===== src/rtl/save_bank_pkg.sv =====
// Shared types for the save bank.
// The SAVE_BANK_UNDO_EN build option adds undo history. When it is set, the
// undo entry struct is declared inside save_bank, because its field widths
// depend on that module's parameters.
package save_bank_pkg;

  // Top-level control state: either accepting saves or sweeping the slots to zero.
  typedef enum logic {
    SB_IDLE  = 1'b0,
    SB_CLEAR = 1'b1
  } sb_state_t;

  // Number of address bits for a bank of n slots. Never returns less than 1.
  function automatic int sb_addr_bits(input int n);
    return (n > 1) ? $clog2(n) : 1;
  endfunction

endpackage


===== src/rtl/save_bank_if.sv =====
// Save/read/control bundle between the number datapath and the save bank.
// The master side drives requests. The slave side is the bank itself.
// The undo signals only do something in SAVE_BANK_UNDO_EN builds.
interface save_bank_if #(
  parameter int WIDTH = 8,
  parameter int DEPTH = 4
);
  localparam int AW = (DEPTH > 1) ? $clog2(DEPTH) : 1;

  logic             save_valid;
  logic             save_ready;
  logic [AW-1:0]    save_addr;
  logic [WIDTH-1:0] save_data;
  logic [AW-1:0]    rd_addr;
  logic [WIDTH-1:0] rd_data;
  logic             clear_req;
  logic             busy;
  logic [DEPTH-1:0] valid_mask;
  logic             addr_err;
  logic             undo_req;
  logic             undo_err;

  modport master (
    output save_valid, save_addr, save_data, rd_addr, clear_req, undo_req,
    input  save_ready, rd_data, busy, valid_mask, addr_err, undo_err
  );

  modport slave (
    input  save_valid, save_addr, save_data, rd_addr, clear_req, undo_req,
    output save_ready, rd_data, busy, valid_mask, addr_err, undo_err
  );
endinterface


===== src/rtl/save_bank_undo_stack.sv =====
// Circular LIFO that holds undo history. When the stack is full, a push
// overwrites the oldest entry, so the newest N entries are always the ones
// available. flush empties the stack and takes priority over push and pop.
// This module is instantiated only when SAVE_BANK_UNDO_EN is defined.
module save_bank_undo_stack
  import save_bank_pkg::*;
#(
  parameter int ENTRY_W = 11,
  parameter int N       = 4
) (
  input  logic               clk,
  input  logic               rst_n,
  input  logic               flush,
  input  logic               push,
  input  logic [ENTRY_W-1:0] push_data,
  input  logic               pop,
  output logic [ENTRY_W-1:0] top_data,
  output logic               empty
);
  localparam int PW = sb_addr_bits(N);
  localparam int CW = $clog2(N + 1);
  localparam logic [PW-1:0] LAST = PW'(N - 1);
  localparam logic [CW-1:0] FULL = CW'(N);

  logic [ENTRY_W-1:0] entries [N];
  logic [PW-1:0]      wr_ptr;
  logic [PW-1:0]      top_idx;
  logic [CW-1:0]      count;

  assign top_idx  = (wr_ptr == '0) ? LAST : wr_ptr - 1'b1;
  assign top_data = entries[top_idx];
  assign empty    = (count == '0);

  // Pointer and occupancy. The count saturates at N because older entries get overwritten.
  always_ff @(posedge clk or negedge rst_n) begin
    if (!rst_n) begin
      wr_ptr <= '0;
      count  <= '0;
    end else if (flush) begin
      wr_ptr <= '0;
      count  <= '0;
    end else if (push) begin
      wr_ptr <= (wr_ptr == LAST) ? '0 : wr_ptr + 1'b1;
      if (count != FULL) count <= count + 1'b1;
    end else if (pop && !empty) begin
      wr_ptr <= top_idx;
      count  <= count - 1'b1;
    end
  end

  // Entry storage. The count gates every read, so this storage needs no reset.
  always_ff @(posedge clk) begin
    if (push && !flush) entries[wr_ptr] <= push_data;
  end

endmodule


===== src/rtl/save_bank.sv =====
// Bank of DEPTH saved numbers, each WIDTH bits wide, with a 1-cycle registered
// read port, a per-slot written mask, and a clear sequencer that zeroes one
// slot per cycle.
// Defining SAVE_BANK_UNDO_EN adds an UNDO_DEPTH-entry undo history.
// Without it, undo_req is ignored and undo_err is held at 0.
module save_bank
  import save_bank_pkg::*;
#(
  parameter int WIDTH      = 8,
  parameter int DEPTH      = 4,
  parameter int UNDO_DEPTH = 4
) (
  input logic        clk,
  input logic        rst_n,
  save_bank_if.slave bus
);
  localparam int AW = sb_addr_bits(DEPTH);
  localparam logic [AW:0]   DEPTH_W = (AW + 1)'(DEPTH);
  localparam logic [AW-1:0] LAST    = AW'(DEPTH - 1);

  sb_state_t        state;
  logic [AW-1:0]    ptr;
  logic             save_ready_q;
  logic             busy_q;
  logic [WIDTH-1:0] slots [DEPTH];
  logic [DEPTH-1:0] mask_q;
  logic [WIDTH-1:0] rd_q;
  logic             addr_err_q;

  logic save_acc;
  logic save_in;
  logic rd_in;
  logic clear_start;

  assign save_acc    = bus.save_valid && save_ready_q;
  assign save_in     = ({1'b0, bus.save_addr} < DEPTH_W);
  assign rd_in       = ({1'b0, bus.rd_addr} < DEPTH_W);
  assign clear_start = (state == SB_IDLE) && bus.clear_req;

  assign bus.save_ready = save_ready_q;
  assign bus.busy       = busy_q;
  assign bus.valid_mask = mask_q;
  assign bus.rd_data    = rd_q;
  assign bus.addr_err   = addr_err_q;

`ifdef SAVE_BANK_UNDO_EN
  typedef struct packed {
    logic [AW-1:0]    addr;
    logic [WIDTH-1:0] data;
    logic             valid;
  } undo_entry_t;

  localparam int ENTRY_W = $bits(undo_entry_t);

  undo_entry_t push_entry;
  undo_entry_t top_entry;
  logic        hist_empty;
  logic        undo_ok;
  logic        undo_err_q;

  assign push_entry.addr  = bus.save_addr;
  assign push_entry.data  = slots[bus.save_addr];
  assign push_entry.valid = mask_q[bus.save_addr];

  // Undo is accepted only in IDLE, when the history has an entry and no save is accepted this cycle.
  assign undo_ok = bus.undo_req && (state == SB_IDLE) && !save_acc && !hist_empty;

  save_bank_undo_stack #(
    .ENTRY_W (ENTRY_W),
    .N       (UNDO_DEPTH)
  ) u_undo_stack (
    .clk       (clk),
    .rst_n     (rst_n),
    .flush     (clear_start),
    .push      (save_acc && save_in),
    .push_data (push_entry),
    .pop       (undo_ok),
    .top_data  (top_entry),
    .empty     (hist_empty)
  );

  // A refused undo raises a single-cycle error flag.
  always_ff @(posedge clk or negedge rst_n) begin
    if (!rst_n) undo_err_q <= 1'b0;
    else        undo_err_q <= bus.undo_req && !undo_ok;
  end

  assign bus.undo_err = undo_err_q;
`else
  assign bus.undo_err = 1'b0;
`endif

  // Control FSM. A clear walks ptr 0..DEPTH-1 and then returns to IDLE.
  always_ff @(posedge clk or negedge rst_n) begin
    if (!rst_n) begin
      state        <= SB_IDLE;
      ptr          <= '0;
      save_ready_q <= 1'b1;
      busy_q       <= 1'b0;
    end else begin
      case (state)
        SB_IDLE: begin
          if (bus.clear_req) begin
            state        <= SB_CLEAR;
            ptr          <= '0;
            save_ready_q <= 1'b0;
            busy_q       <= 1'b1;
          end
        end
        SB_CLEAR: begin
          if (ptr == LAST) begin
            state        <= SB_IDLE;
            ptr          <= '0;
            save_ready_q <= 1'b1;
            busy_q       <= 1'b0;
          end else begin
            ptr <= ptr + 1'b1;
          end
        end
        default: begin
          state        <= SB_IDLE;
          ptr          <= '0;
          save_ready_q <= 1'b1;
          busy_q       <= 1'b0;
        end
      endcase
    end
  end

  // Slot storage and written mask. In priority order: clear sweep, then save, then undo restore.
  always_ff @(posedge clk or negedge rst_n) begin
    if (!rst_n) begin
      for (int i = 0; i < DEPTH; i++) slots[i] <= '0;
      mask_q <= '0;
    end else if (state == SB_CLEAR) begin
      slots[ptr]  <= '0;
      mask_q[ptr] <= 1'b0;
    end else if (save_acc && save_in) begin
      slots[bus.save_addr]  <= bus.save_data;
      mask_q[bus.save_addr] <= 1'b1;
    end
`ifdef SAVE_BANK_UNDO_EN
    else if (undo_ok) begin
      slots[top_entry.addr]  <= top_entry.data;
      mask_q[top_entry.addr] <= top_entry.valid;
    end
`endif
  end

  // Registered read. A same-cycle save to the read address is bypassed to the output.
  always_ff @(posedge clk or negedge rst_n) begin
    if (!rst_n) begin
      rd_q <= '0;
    end else if (save_acc && save_in && (bus.save_addr == bus.rd_addr)) begin
      rd_q <= bus.save_data;
    end else if (rd_in) begin
      rd_q <= slots[bus.rd_addr];
    end else begin
      rd_q <= '0;
    end
  end

  // An accepted save to an address outside the bank raises a single-cycle error flag.
  always_ff @(posedge clk or negedge rst_n) begin
    if (!rst_n) addr_err_q <= 1'b0;
    else        addr_err_q <= save_acc && !save_in;
  end

endmodule


===== src/flat_wrapper.sv =====
// flat-port wrapper written by rule: the top's interface ports become plain ports
module save_bank_flat import save_bank_pkg::*;
#(
  parameter int WIDTH      = 8,
  parameter int DEPTH      = 4,
  parameter int UNDO_DEPTH = 4
)
  (clk, rst_n, bus_save_valid, bus_save_addr, bus_save_data, bus_rd_addr, bus_clear_req, bus_undo_req, bus_save_ready, bus_rd_data, bus_busy, bus_valid_mask, bus_addr_err, bus_undo_err);
  save_bank_if #(.WIDTH(WIDTH), .DEPTH(DEPTH)) bus_i ();
  input logic clk;
  input logic rst_n;
  input wire logic [$bits(bus_i.save_valid)-1:0] bus_save_valid;
  input wire logic [$bits(bus_i.save_addr)-1:0] bus_save_addr;
  input wire logic [$bits(bus_i.save_data)-1:0] bus_save_data;
  input wire logic [$bits(bus_i.rd_addr)-1:0] bus_rd_addr;
  input wire logic [$bits(bus_i.clear_req)-1:0] bus_clear_req;
  input wire logic [$bits(bus_i.undo_req)-1:0] bus_undo_req;
  output wire logic [$bits(bus_i.save_ready)-1:0] bus_save_ready;
  output wire logic [$bits(bus_i.rd_data)-1:0] bus_rd_data;
  output wire logic [$bits(bus_i.busy)-1:0] bus_busy;
  output wire logic [$bits(bus_i.valid_mask)-1:0] bus_valid_mask;
  output wire logic [$bits(bus_i.addr_err)-1:0] bus_addr_err;
  output wire logic [$bits(bus_i.undo_err)-1:0] bus_undo_err;
  assign bus_i.save_valid = bus_save_valid;
  assign bus_i.save_addr = bus_save_addr;
  assign bus_i.save_data = bus_save_data;
  assign bus_i.rd_addr = bus_rd_addr;
  assign bus_i.clear_req = bus_clear_req;
  assign bus_i.undo_req = bus_undo_req;
  assign bus_save_ready = bus_i.save_ready;
  assign bus_rd_data = bus_i.rd_data;
  assign bus_busy = bus_i.busy;
  assign bus_valid_mask = bus_i.valid_mask;
  assign bus_addr_err = bus_i.addr_err;
  assign bus_undo_err = bus_i.undo_err;
  save_bank #(.WIDTH(WIDTH), .DEPTH(DEPTH), .UNDO_DEPTH(UNDO_DEPTH)) u_core (.clk(clk), .rst_n(rst_n), .bus(bus_i));
endmodule

===== config.mk =====
export PLATFORM = sky130hd
export DESIGN_NAME = save_bank_flat
export DESIGN_NICKNAME = d
export VERILOG_FILES = /design/src/rtl/save_bank_pkg.sv /design/src/rtl/save_bank_if.sv /design/src/rtl/save_bank_undo_stack.sv /design/src/rtl/save_bank.sv /design/src/flat_wrapper.sv
export SDC_FILE = /design/constraint.sdc
export NUM_CORES = 1
export LEC_CHECK = 0
export ABC_AREA = 1
export BUFFER_PORTS_ARGS = -buffer_cell sky130_fd_sc_hd__buf_4
export CAP_MARGIN = 20
export CORE_MARGIN = 1.5
export CORE_UTILIZATION = 52
export CTS_BUF_LIST = sky130_fd_sc_hd__clkbuf_4 sky130_fd_sc_hd__clkbuf_8 sky130_fd_sc_hd__clkbuf_16
export DETAILED_ROUTE_END_ITERATION = 10
export PLACE_DENSITY = 0.8
export SYNTH_ARGS = -nofsm -noshare
export SYNTH_HDL_FRONTEND = slang
export SYNTH_SLANG_ARGS = --single-unit

===== constraint.sdc =====
create_clock -name clk -period 1.3 [get_ports clk]
set_input_delay 0.13 -clock clk [delete_from_list [all_inputs] [get_ports clk]]
set_output_delay 0.13 -clock clk [all_outputs]
set_load 0.02 [all_outputs]

---- Word level (Yosys, flattened, before mapping) ----
Cells that the tools add are included.
Widths: inputs -> output; s select.
word-level totals
  register bits after elaboration ......... 49
  output and inout bits ................... 16
  bits of input ports ..................... 17
  logic and storage cells ................. 70
operators by class
  bitwise operators ....................... 9
  muxes and demuxes ....................... 29
  $add $sub $neg .......................... 1
  equality and inequality tests ........... 4
  order comparisons ....................... 9
  reduce and logical (&&, ||, !) cells .... 8
operator list
  operator             count
  $mux 32              2
  $mux 8               5
  $and 32x32->32       1
  $bwmux 32            1
  $demux 8 s2          2
  $not 32->32          1
  $bmux 8 s2           1
  $ge 3x3->1 const B   3
  $not 2->3            3
  $mux 1               8
  $mux 4               2
  $logic_and 1x1->1    6
  $lt 2x3->1 const B   2
  $lt 3x1->1 const B   2
  $pmux 1 s2           3
  $and 4x4->4          1
  $demux 1 s2          2
  $ge 2x1->1 const B   2
  $mux 2               2
  $ne 2x2->1 const B   2
  $not 4->4            1
  $or 4x4->4           1
  $pmux 2 s2           1
  $add 2x1->2 const B  1
  other kinds (5)      5

---- Depth between registers and ports, before layout ----
Gate-level depths: netlist of the first run.
  depth in word-level cells ............... 8
  mapped depth ............................ 8

---- Worst setup path before layout of the first run ----
No wires, ideal clock.
  kind .................................... reg-to-reg
  start point ............................. reg u_core.save_ready_q (netlist: u_core.bus.save_ready)
  end point ............................... reg u_core.slots[23] (netlist name)
  buffers on the path ..................... 1
  arrival ................................. 1271 ps
  path slack .............................. -92 ps
  data required time ...................... 1178 ps
  stages on the path, launching flop included .. 7
  cell sequence ........................... dfstp_2 > nand2_1 > nor2_1 > nand2_2 > buf_2 > nand3_1 > o21ai_1
between the ends
  longest elaborated chain between the ends .. 2
RTL lines
  element                          line              text
  from (decl)                      save_bank.sv:23   logic save_ready_q;
  from (signal assigned)           save_bank.sv:98   save_ready_q <= 1'b1;
  from (signal assigned)           save_bank.sv:106  save_ready_q <= 1'b0;
  from (signal assigned)           save_bank.sv:114  save_ready_q <= 1'b1;
  $logic_and 1x1->1                save_bank.sv:35   assign save_acc = bus.save_valid && save_ready_q;
  $reduce_bool 2->1 (no line)      --
  to (signal, indexed assignment)  save_bank.sv:139  slots[bus.save_addr] <= bus.save_data;
  to (decl)                        save_bank.sv:25   logic [WIDTH-1:0] slots [DEPTH];
No other way between the ends.
A chain may end at the register's enable or synchronous reset.

---- Final worst setup path of the first run ----
  start point ............................. reg u_core.save_ready_q (netlist: u_core.bus.save_ready)
  end point ............................... reg u_core.slots[15] (netlist name)
Same word-level chain as after synthesis.

==> results of run 1 <==
-- how the worst max path moves through the flow --
stage,startpoint,end,cells after the start
detailed placement,u_core.bus.save_ready,u_core.slots[15],5
floorplan,u_core.bus.save_ready,u_core.slots[26],6
CTS,u_core.bus.save_ready,u_core.slots[19],5
finish,u_core.bus.save_ready,u_core.slots[15],5
global placement,u_core.bus.save_ready,u_core.slots[10],5
global route,u_core.bus.save_ready,u_core.slots[15],5
-- flip-flops by register name, indices dropped and copies added, names as in the netlist --
signal / flops
u_core.ptr: 2
u_core.state: 1
u_core.slots: 32
u_core.bus.rd_data: 8
u_core.bus.save_ready: 1
u_core.bus.busy: 1
u_core.bus.valid_mask: 4
-- tightest hold or removal path: stages --
cell     delay [ns]
buf_4          0.10
nand3_2        0.06
nand2_1        0.06
-- cell type report --
type	count	area, sq um	area share
sequential	49	1230	0.399
clock inverter	2	35.0	0.0114
timing repair buffer	40	353	0.114
clock buffer	5	68.8	0.0223
tap	54	67.6	0.0219
multi-input combinational	200	1140	0.369
inverter	50	191	0.0621
-- what timing repair did --
| action | CTS | global route |
|---|---|---|
| cloned | 1 | 0 |
| endpoints found under the hold margin | 48 | 0 |
| setup buffers | 0 | 3 |
| pin swaps | 1 | 6 |
| resized for setup | 4 | 19 |
| setup endpoints to repair | 12 | 38 |
| hold buffers | 1 | 0 |
-- power by group --
group / total (uW) / switching (uW) / internal (uW)
Clock: 1070 / 507 / 560
Combinational: 2070 / 1260 / 807
Sequential: 2290 / 308 / 1980
-- stage by stage --
step           std cells  total power, uW
2_1_floorplan        310             3540
3_3_place_gp         388             4080
3_5_place_dp         388             4150
4_1_cts              397             5250
5_1_grt              400             5780
6_report             400             5430
-- cells by family (layout without fill, tap and decap cells) --
group,Yosys count,after routing
flip-flops,49,49
buffers and inverters,62,97
AND/OR/NAND/NOR,149,150
other,1,2
XOR/XNOR,1,1
AO/OA/AOI/OAI,43,43
adder cells (fa/ha/maj),4,4
-- placed cells by master (no fill, tap or decap), types with 5 or more instances in the layout --
cell type | Yosys | layout
nand3_1 | 49 | 42
nand2_2 | 13 | 14
buf_4 | 4 | 35
o21ai_1 | 24 | 22
inv_1 | 47 | 46
nand2_1 | 77 | 73
nand3_2 | 2 | 7
dfrtp_1 | 48 | 47
a21oi_1 | 9 | 9
clkbuf_8 | 0 | 5
a21oi_2 | 8 | 8
-- routing by layer --
layer / vias up / wire length [um] / track usage
met5: - / 0 / 0
met4: 0 / 232 / 0.109
met2: 70 / 3030 / 0.383
li1: 1039 / - / -
met1: 1046 / 2510 / 0.307
met3: 20 / 283 / 0.0528
==> metrics.md, run 1 <==
| Metric | Value |
|---|---|
| I/O Pins | 33 |
| Dominant cell type by area after synthesis | dfrtp_1 |
| Synthesized flop and latch total | 49 |
| Count leader, synth | nand2_1 |
| N_diodes | 0 |
| Syn Inst Count | 309 |
| Worst r2r src | u_core.bus.save_ready |
| Synth unique cells | 24 |
| H-tree Lvls | 2 |
| Die width | 72.4 um |
| Avg Inst Size Synth | 8.11 sq um |
| Nets | 367 |
| R2R Path End | u_core.slots[15] |
| Die footprint | 0.00525 sq mm |
| First-pass GRT wire length | 9410 um |
| Final core occ | 0.657 |
| Status | complete, but fails checks |
| Root Driver | clkbuf_8 |
| Residual DRC | 0 |
| Setup Crit Path Kind | reg2reg |
| Total negative slack | -0.148 ns |
| Startpoint types | flip-flop |
| Critical Path AT | 1.59 ns |
| Initial antenna violation count | 0 |
| Post-synth EDFFs | 0 |
| Fin. Hold Viols | 0 |
| Num rows | 25 |
| Max incr delay on CP | 0.57 ns |
| GPL Wtd Cong | 0.849 |
| Reg2Reg Setup Slack | -0.06 ns |
| WP buf/inv | 2 |
| Final Critical Period | 1.36 ns |
| Port Buffer Count | 29 |
| Via Count | 2175 |
| Synth warnings | 0 |
| Worst-Skew Late Latency | 0.31 ns |
| Final Max Tran Viols | 0 |
| WL per Instance | 15.1 um |
| Top post-synthesis cells by count | nand2_1, nand3_1, dfrtp_1, inv_1, o21ai_1 |
| P_leak | 0.00156 uW |
| Final setup fails | 8 |
| DRT antenna net count | 0 |
| Pre-CTS setup slack | -0.126 ns |
| Worst Hold Path Cells | 3 |
| Failing checks | negative setup slack |
| Share of the synthesized area in the top cell type | 0.479 |
| CTS buffer count | 5 |
| Vias in the first global route | 1980 |
| Clk_skew | 0.00452 ns |
| Hold_sp | bus_save_data[4] |
| Synth Area in Adders | 0.0200 |
| Initial DRC Count | 149 |
| Layout area overhead | 23.0% |
| Clock slew at reported path FFs | 0.09 ns |
| CP delay by family, top | flip-flops |
| Total gr overflow | 0 |
| Post-Synth Simple-Gate Area | 0.277 |
| Pwr Density | 1760 mW/mm^2 |
| Layout cell share with drive strength beyond 1 | 0.275 |
| Deepest clock path buffer count | 2 |
| CP max stage cell | dfstp_2 |
| Critical path required time | 1.53 ns |
| Period utilization | 1.05 |
| CP Max Fanout | 8 |
| Rel. slew slack | 0.591 |
| Fraction of registers with async set/reset | 1.00 |
| Peak supply drop | 1.15 mV |
| Vias per std cell | 5.44 |
| Worst-margin pin slew | 0.613 ns |
| WHS Endpoint | u_core.bus.rd_data[4] |
| Post-synthesis compound-gate area fraction | 0.0993 |
| CORE AREA | 0.00469 sq mm |
| Largest net degree at the start of global routing | 50 |
| Synth area leaders | dfrtp_1, nand2_1, nand3_1 |
| Starting density of the core | 0.534 |
| Main combinational cell family by area after synthesis | simple AND/OR/NAND/NOR gates |
| Total wire length | 6050 um |
| Xor-xnor portion of the synthesized cell area | 0.00349 |
| Crit-path cells | nand2_4 > clkinvlp_4 > buf_12 > nand3_4 > o21ai_1 |
| Tot GR Track Use | 0.238 |
| Post-synthesis mux area share | 0 |
| CTS tree | done |
| Length of the first detailed-routing pass in iterations | 5 |
| Reg2Reg Depth | 5 |
| Hpwl dp | 3830 um |
| Unrepaired setup endpoints after global routing | yes |
| Max Fclk | 0.736 GHz |
| Main synth FF type | dfrtp_1 |
| Min-delay worst type | in2reg |
| Die Y | 72.4 um |
| Synthesized area | 0.00251 sq mm |
| Register area share after synthesis | 0.490 |
| # fillers | 375 |
| Hold Slack | 0.0756 ns |
| Setup crit end kind | flip-flop |
| Final instance area | 0.00308 sq mm |
| CTS sink count | 49 |
| Area after DPL | 0.00280 sq mm |
| Setup WS post-layout | -0.0586 ns |
| Max Cap Viol | 0 |
(Power assumes the default switching activity.)
==> run 2: changes to the inputs <==
--- a/config.mk
+++ b/config.mk
@@ -9,10 +9,10 @@
 export BUFFER_PORTS_ARGS = -buffer_cell sky130_fd_sc_hd__buf_4
 export CAP_MARGIN = 20
 export CORE_MARGIN = 1.5
-export CORE_UTILIZATION = 52
+export CORE_UTILIZATION = 57
 export CTS_BUF_LIST = sky130_fd_sc_hd__clkbuf_4 sky130_fd_sc_hd__clkbuf_8 sky130_fd_sc_hd__clkbuf_16
 export DETAILED_ROUTE_END_ITERATION = 10
-export PLACE_DENSITY = 0.8
+export PLACE_DENSITY = 0.83
 export SYNTH_ARGS = -nofsm -noshare
 export SYNTH_HDL_FRONTEND = slang
 export SYNTH_SLANG_ARGS = --single-unit
==> constraint.sdc (replaced) <==
create_clock -name clk -period 1.48 [get_ports clk]
set_input_delay 0.148 -clock clk [delete_from_list [all_inputs] [get_ports clk]]
set_output_delay 0.148 -clock clk [all_outputs]
set_load 0.02 [all_outputs]
==> run 2 against run 1 <==
The run now ends clean. Worst setup slack improved by 0.12 ns. Sequential power decreased by 13%. Clock power decreased by 25%. Clock-buffer cell count increased by 1. Die area decreased by 8.4%. Power decreased by 19%. Clock skew increased by 0.0046 ns. Global-route usage about the same. Cell area decreased by 7.1%. Sequential share of layout area increased by 3.0 points. Flip-flop and latch count unchanged. Cell count decreased by 2.3%.
==> metrics.md, run 2 (same netlist as run 1, synthesis figures left out) <==
| Metric | Value |
|---|---|
| Fin. Hold Viols | 0 (unchanged) |
| CORE AREA | 0.00412 sq mm (-12%) |
| Max reg flops | 32 (unchanged) |
| Pwr Density | 1530 mW/mm^2 (-13%) |
| I/O Pins | 33 (unchanged) |
| R2R Path End | u_core.slots[19] |
| Die Y | 69.3 um (-4.3%) |
| Peak supply drop | 1.09 mV (-5.1%) |
| Int Pwr | 2690 uW (-20%) |
| Crit-path cells | nand2_1 > nor2_2 > nand2_4 > nand3_1 > o21ai_1 |
| Most frequent cells in the layout | nand2_1, nand3_1, dfrtp_1 |
| Final Max Tran Viols | 0 (unchanged) |
| Reg2Reg Depth | 5 (unchanged) |
| Clk_skew | 0.00915 ns (+0.00463 ns) |
| Worst-margin pin slew | 0.612 ns (-0.00151 ns) |
| # fillers | 342 (-8.8%) |
| Tot GR Track Use | 0.238 (+0.000329) |
| Critical Path AT | 1.61 ns (+0.02 ns) |
| Most common cell after layout, fill and taps aside | nand2_1 |
| Sequential group share of total power | 0.455 (+0.033) |
| Via Count | 2048 (-5.8%) |
| Num rows | 23 (-8.0%) |
| Period utilization | 0.956 (-0.0895) |
| Total wire length | 5170 um (-15%) |
| Rel. slew slack | 0.592 (+0.00101) |
| WHS Endpoint | u_core.bus.rd_data[5] |
| Critical path required time | 1.68 ns (+0.15 ns) |
| Die width | 69.3 um (-4.3%) |
| Residual DRC | 0 (unchanged) |
| Length of the first detailed-routing pass in iterations | 4 (-1) |
| Initial DRC Count | 141 (-5.4%) |
| Clock slew at reported path FFs | 0.09 ns (about the same) |
| Die footprint | 0.00481 sq mm (-8.4%) |
| Initial antenna violation count | 0 (unchanged) |
| Worst r2r src | u_core.bus.save_ready |
| Total negative slack | 0 ns (+0.148 ns) |
| CTS sink count | 49 (unchanged) |
| Largest net degree at the start of global routing | 50 (unchanged) |
| Final Critical Period | 1.41 ns (+0.0556 ns) |
| CTS buffer count | 5 (unchanged) |
| Setup crit end kind | flip-flop |
| Layout cell share with drive strength beyond 1 | 0.220 (-0.0546) |
| Psw | 1690 uW (-18%) |
| Hpwl dp | 3750 um (-2.1%) |
| Layout area overhead | 14.2% |
| WP buf/inv | 0 (-2) |
| Min-delay worst type | in2reg |
| Biggest register | u_core.slots |
| Startpoint types | flip-flop |
| Placed insts | 382 (-1.5%) |
| Root Driver | clkbuf_8 |
| Final non-filler cell total | 391 (-2.3%) |
| Vias per std cell | 5.24 (-3.7%) |
| Total gr overflow | 0 (unchanged) |
| Gate power share | 0.363 (-0.018) |
| Deepest clock path buffer count | 2 (unchanged) |
| WL per Instance | 13.2 um (-13%) |
| Worst-Skew Late Latency | 0.31 ns (about the same) |
| Post-CTS Setup Inserts | 0 (unchanged) |
| Worst Hold Path Cells | 3 (unchanged) |
| Max incr delay on CP | 0.55 ns (-0.02 ns) |
| Grt peak-use layer | met2 |
| Max Cap Viol | 0 (unchanged) |
| Clk network pwr share | 0.182 (-0.015) |
| Final setup fails | 0 (-8) |
| P_leak | 0.00151 uW (-3.2%) |
| Hold_sp | bus_save_data[5] |
| Met3 Use GR | 0.0465 (-0.00627) |
| Max Fclk | 0.707 GHz (-3.9%) |
| DRT antenna net count | 0 (unchanged) |
| Reg2Reg Setup Slack | 0.07 ns (+0.12 ns) |
| CP delay by family, top | simple AND/OR/NAND/NOR gates |
| First-pass GRT wire length | 9160 um (-2.6%) |
| CP Max Fanout | 17 (+9) |
| Vias in the first global route | 1999 (+0.96%) |
| H-tree Lvls | 2 (unchanged) |
| Status | finished, final reports clean |
| Port Buffer Count | 29 (unchanged) |
| Met2 usage | 0.407 (+0.0243) |
| N_diodes | 0 (unchanged) |
| CP max stage cell | dfstp_2 |
| Setup Crit Path Kind | reg2reg |
| Switching share of total power | 0.386 (+0.00340) |
| Nets | 361 (-1.6%) |
| CTS tree | done |
| GPL Wtd Cong | 0.787 (-7.2%) |
| Starting density of the core | 0.609 (+0.0749) |
| Met1 Usage GRT | 0.301 (-0.00601) |
-- run 2: how the worst max path moves through the flow --
stage / slack (ns) / from / to / cells past startpoint
6_report: 0.07 / u_core.bus.save_ready / u_core.slots[19] / 5
3_3_place_gp: 0.04 / u_core.bus.save_ready / u_core.slots[14] / 5
2_1_floorplan: 0.09 / u_core.bus.save_ready / u_core.slots[23] / 6
5_1_grt: -0.03 / u_core.bus.save_ready / u_core.slots[21] / 5
4_1_cts: 0.05 / u_core.bus.save_ready / u_core.slots[19] / 5
3_5_place_dp: -0.005 / u_core.bus.save_ready / u_core.slots[11] / 5
-- run 2: layout make-up --
cell class              count  area, sq um  area share
repair buffers             35          265      0.0926
clock inverters             2         15.0     0.00524
clock buffers               6         76.3      0.0266
well taps                  50         62.6      0.0218
multi-input cells         199         1030       0.360
inverters                  50          188      0.0655
flip-flops and latches     49         1230       0.429
-- run 2: per-stage QoR --
step / cell area (sq um) / worst slack, ns / util / total power (uW) / hold slack [ns]
2_1_floorplan: 2510 / 0.0877 / - / 3080 / -0.148
3_3_place_gp: 2740 / 0.0394 / 0.666 / 3530 / 0.195
3_5_place_dp: 2740 / -0.00505 / 0.666 / 3590 / 0.197
4_1_cts: 2850 / 0.0456 / 0.693 / 4390 / 0.0874
5_1_grt: 2860 / -0.0261 / 0.696 / 4700 / 0.106
6_report: 2860 / 0.0658 / 0.696 / 4390 / 0.0935
-- run 2: what timing repair did --
item / in CTS / in global routing
resized for setup: 1 / 4
setup endpoints to repair: 6 / 24
gates cloned: 0 / 0
hold buffers: 1 / 0
hold endpoints to repair: 48 / 0
-- run 2: layer usage --
layer	wire length [um]	vias to the layer above	share of wire
met2	2630	46	0.51
met3	184	9	0.036
met1	2270	963	0.44
li1	-	1030	-
met4	89	0	0.017
met5	0	-	0
-- run 2: power groups by stage --
stage          combinational (uW)  clock [uW]  sequential [uW]
3_3_place_gp                 1530           0             2000
3_5_place_dp                 1570           0             2020
6_report                     1590         799             1990
2_1_floorplan                 984           0             2100
4_1_cts                      1580         812             1990
5_1_grt                      1800         853             2050
-- run 2: tightest hold or removal path, delay by kind of cell --
family | cells | cell delay [ns]
and+or+nand+nor | 2 | 0.13
buffers and inverters | 1 | 0.10
==> run 3: changes to the inputs <==
--- a/config.mk
+++ b/config.mk
@@ -5,14 +5,14 @@
 export SDC_FILE = /design/constraint.sdc
 export NUM_CORES = 1
 export LEC_CHECK = 0
-export ABC_AREA = 1
+export ABC_AREA = 0
 export BUFFER_PORTS_ARGS = -buffer_cell sky130_fd_sc_hd__buf_4
 export CAP_MARGIN = 20
 export CORE_MARGIN = 1.5
-export CORE_UTILIZATION = 57
+export CORE_UTILIZATION = 56
 export CTS_BUF_LIST = sky130_fd_sc_hd__clkbuf_4 sky130_fd_sc_hd__clkbuf_8 sky130_fd_sc_hd__clkbuf_16
 export DETAILED_ROUTE_END_ITERATION = 10
-export PLACE_DENSITY = 0.83
+export PLACE_DENSITY = 0.82
 export SYNTH_ARGS = -nofsm -noshare
 export SYNTH_HDL_FRONTEND = slang
 export SYNTH_SLANG_ARGS = --single-unit
==> run 3 against run 2 <==
The flow now finishes with violations (negative setup slack). Cell count decreased by 29%. Area after synthesis decreased by 8.8%. Sequential share of layout area increased by 0.90 points.
==> metrics.md, run 3 <==
| Metric | Value |
|---|---|
| Share of the synthesized area in the top cell type | 0.525 (+0.0464) |
| Clock slew at reported path FFs | 0.09 ns (about the same) |
| Hold_sp | bus_clear_req |
| Final Max Tran Viols | 0 (unchanged) |
| Total wire length | 4790 um (-7.5%) |
| Post-CTS Setup Inserts | 0 (unchanged) |
| Startpoint types | flip-flop |
| Num rows | 23 (unchanged) |
| Layout area overhead | 22.7% |
| Most frequent cells in the layout | dfrtp_1, buf_4, nand2_1 |
| Biggest register | u_core.slots |
| Count leader, synth | dfrtp_1 |
| Max incr delay on CP | 0.56 ns (about the same) |
| Clk_skew | 0.00697 ns (-0.00218 ns) |
| H-tree Lvls | 2 (unchanged) |
| Fraction of registers with async set/reset | 1.00 (unchanged) |
| Switching share of total power | 0.346 (-0.0399) |
| Multi-input gate area | 0.00102 sq mm (-0.61%) |
| Via Count | 1576 (-23%) |
| Syn Inst Count | 185 (-40%) |
| Largest net degree at the start of global routing | 50 (unchanged) |
| Max Cap Viol | 0 (unchanged) |
| Gate power share | 0.367 (+0.004) |
| CP delay by family, top | flip-flops |
| Starting density of the core | 0.576 (-0.0337) |
| Initial DRC Count | 175 (+24%) |
| Die width | 66.9 um (-3.5%) |
| CTS sink count | 49 (unchanged) |
| CTS tree | done |
| I/O Pins | 33 (unchanged) |
| Synth area leaders | dfrtp_1, mux2i_1, mux4_2 |
| Nets | 247 (-32%) |
| Min-delay worst type | in2reg |
| Die Y | 66.9 um (-3.5%) |
| Fin. Hold Viols | 0 (unchanged) |
| DRT antenna net count | 0 (unchanged) |
| CTS buffer count | 5 (unchanged) |
| Unrepaired setup endpoints after global routing | yes |
| CP max stage cell | dfstp_2 |
| Synth warnings | 0 (unchanged) |
| Post-synth EDFFs | 0 (unchanged) |
| First-pass GRT wire length | 8020 um (-12%) |
| Dominant cell type by area after synthesis | dfrtp_1 |
| Peak supply drop | 0.971 mV (-11%) |
| Worst-margin pin slew | 0.600 ns (-0.0121 ns) |
| WL per Instance | 17.3 um (+31%) |
| Rel. slew slack | 0.600 (+0.00807) |
| CORE AREA | 0.00397 sq mm (-3.5%) |
| # fillers | 292 (-15%) |
| Total negative slack | -0.175 ns (-0.175 ns) |
| Vias per std cell | 5.69 (+8.6%) |
| Final setup fails | 15 (+15) |
| Placed insts | 268 (-30%) |
| Synthesized flop and latch total | 49 (unchanged) |
| Status | complete, but fails checks |
| Port Buffer Count | 29 (unchanged) |
| Tot GR Track Use | 0.248 (+0.00994) |
| Int Pwr | 2800 uW (+3.8%) |
| Period utilization | 1.02 (+0.0620) |
| Setup Crit Path Kind | reg2reg |
| Setup WS post-layout | -0.0259 ns (-0.0917 ns) |
| Final Critical Period | 1.51 ns (+0.0917 ns) |
| Worst-Skew Late Latency | 0.30 ns (about the same) |
| Failing checks | negative setup slack |
| Most common cell after layout, fill and taps aside | dfrtp_1 |
| Max Fclk | 0.664 GHz (-6.1%) |
| WP buf/inv | 1 (+1) |
| Top post-synthesis cells by count | dfrtp_1, nand2_1, mux2i_1, inv_1, a2bb2oi_1 |
| GPL Wtd Cong | 0.753 (-4.4%) |
| Hpwl dp | 3240 um (-14%) |
| Synth unique cells | 28 (+17%) |
| P_leak | 0.00143 uW (-5.3%) |
| Worst Setup SP | u_core.bus.save_ready |
| Worst r2r src | u_core.bus.save_ready |
| Die footprint | 0.00447 sq mm (-6.9%) |
| N_diodes | 0 (unchanged) |
| Clk network pwr share | 0.181 (about the same) |
| Initial antenna violation count | 0 (unchanged) |
| Final core occ | 0.706 (+0.0104) |
| Final non-filler cell total | 277 (-29%) |
| Length of the first detailed-routing pass in iterations | 4 (unchanged) |
| Critical Path AT | 1.73 ns (+0.12 ns) |
| Critical path required time | 1.71 ns (+0.03 ns) |
| Deepest clock path buffer count | 2 (unchanged) |
| Layout cell share with drive strength beyond 1 | 0.326 (+0.106) |
| Total gr overflow | 0 (unchanged) |
| Pwr Density | 1520 mW/mm^2 (-0.45%) |
| Vias in the first global route | 1622 (-19%) |
| Seq. cell area | 0.00123 sq mm (unchanged) |
| Root Driver | clkbuf_8 |
| CP Max Fanout | 9 (-8) |
| Avg Inst Size Synth | 12.4 sq um (+52%) |
| Residual DRC | 0 (unchanged) |
| Reg2Reg Setup Slack | -0.03 ns (-0.09 ns) |
| Max reg flops | 32 (unchanged) |
| Register area share after synthesis | 0.537 (+0.0474) |
| Synthesized area | 0.00229 sq mm (-8.8%) |
| Setup crit end kind | flip-flop |
| Main synth FF type | dfrtp_1 |
| Crit-path cells | nand2_4 > or4b_4 > buf_8 > mux2i_1 |
| Sequential group share of total power | 0.451 (-0.004) |
| Psw | 1480 uW (-13%) |
## run 3: cell types whose count changed after synthesis, moves of 9 or more
| cell | before | now |
|---|---|---|
| nand2_1 | 77 | 38 |
| inv_1 | 47 | 12 |
| mux2i_1 | 0 | 25 |
| nand2_2 | 13 | 1 |
| a2bb2oi_1 | 0 | 9 |
| o21ai_1 | 24 | 0 |
| nand3_1 | 49 | 0 |
## run 3: through the flow
step | worst slack (ns) | hold slack, ns | cell area (sq um) | total power [uW]
6_report | -0.0259 | 0.0515 | 2810 | 4280
5_1_grt | -0.0808 | 0.0573 | 2810 | 4530
4_1_cts | -0.0317 | 0.0438 | 2780 | 4270
3_5_place_dp | -0.0475 | 0.193 | 2640 | 3440
3_3_place_gp | -0.0113 | 0.196 | 2640 | 3370
2_1_floorplan | -0.0908 | -0.148 | 2290 | 2840
## run 3: power by group through the flow
stage	sequential [uW]	combinational (uW)	clock, uW
2_1_floorplan	2070	767	0
3_3_place_gp	1930	1440	0
3_5_place_dp	1950	1490	0
4_1_cts	1930	1550	787
5_1_grt	1970	1720	845
6_report	1930	1570	775
## run 3: repair_timing
item / in CTS / in global routing
hold endpoints to repair: 48 / 0
gates cloned: 0 / 0
endpoints found under the setup margin: 24 / 24
hold buffers: 1 / 0
gates resized for setup: 12 / 4
## run 3: per-layer routing
metal  part of all wire  track usage
met1               0.43        0.330
met2               0.49        0.408
met3              0.060       0.0507
met4              0.015       0.0791
met5                  0            0
## run 3: cell families (layout without fill, tap and decap cells)
| kind of cell | Yosys count | count (layout) | share of synthesized area |
|---|---|---|---|
| mux | 41 | 41 | 0.228 |
| simple gates | 49 | 49 | 0.0974 |
| compound gates | 16 | 16 | 0.0569 |
| other cells | 1 | 2 | 0.00164 |
| buf+inv | 23 | 64 | 0.0498 |
| xor+xnor | 2 | 2 | 0.00766 |
| flops | 49 | 49 | 0.537 |
| fa+ha+maj | 4 | 4 | 0.0219 |
## run 3: final timing paths
path | to | cells after the start
worst max-delay path | u_core.slots[12] | 4
worst min-delay path | u_core.ptr[1] | 2
worst max register to register | u_core.slots[12] | 4
worst min register to register | u_core.bus.valid_mask[2] | 2
min in group asynchronous | u_core.bus.valid_mask[0] | 2
max in group asynchronous | u_core.bus.rd_data[0] | 2
## run 3: final cells by class
cell class / instances / area share
sequential: 49 / 0.438
multi-input combinational: 114 / 0.365
timing repair buffer: 44 / 0.128
clock buffer: 6 / 0.0272
tap: 50 / 0.0223
inverter: 12 / 0.0161
clock inverter: 2 / 0.00357
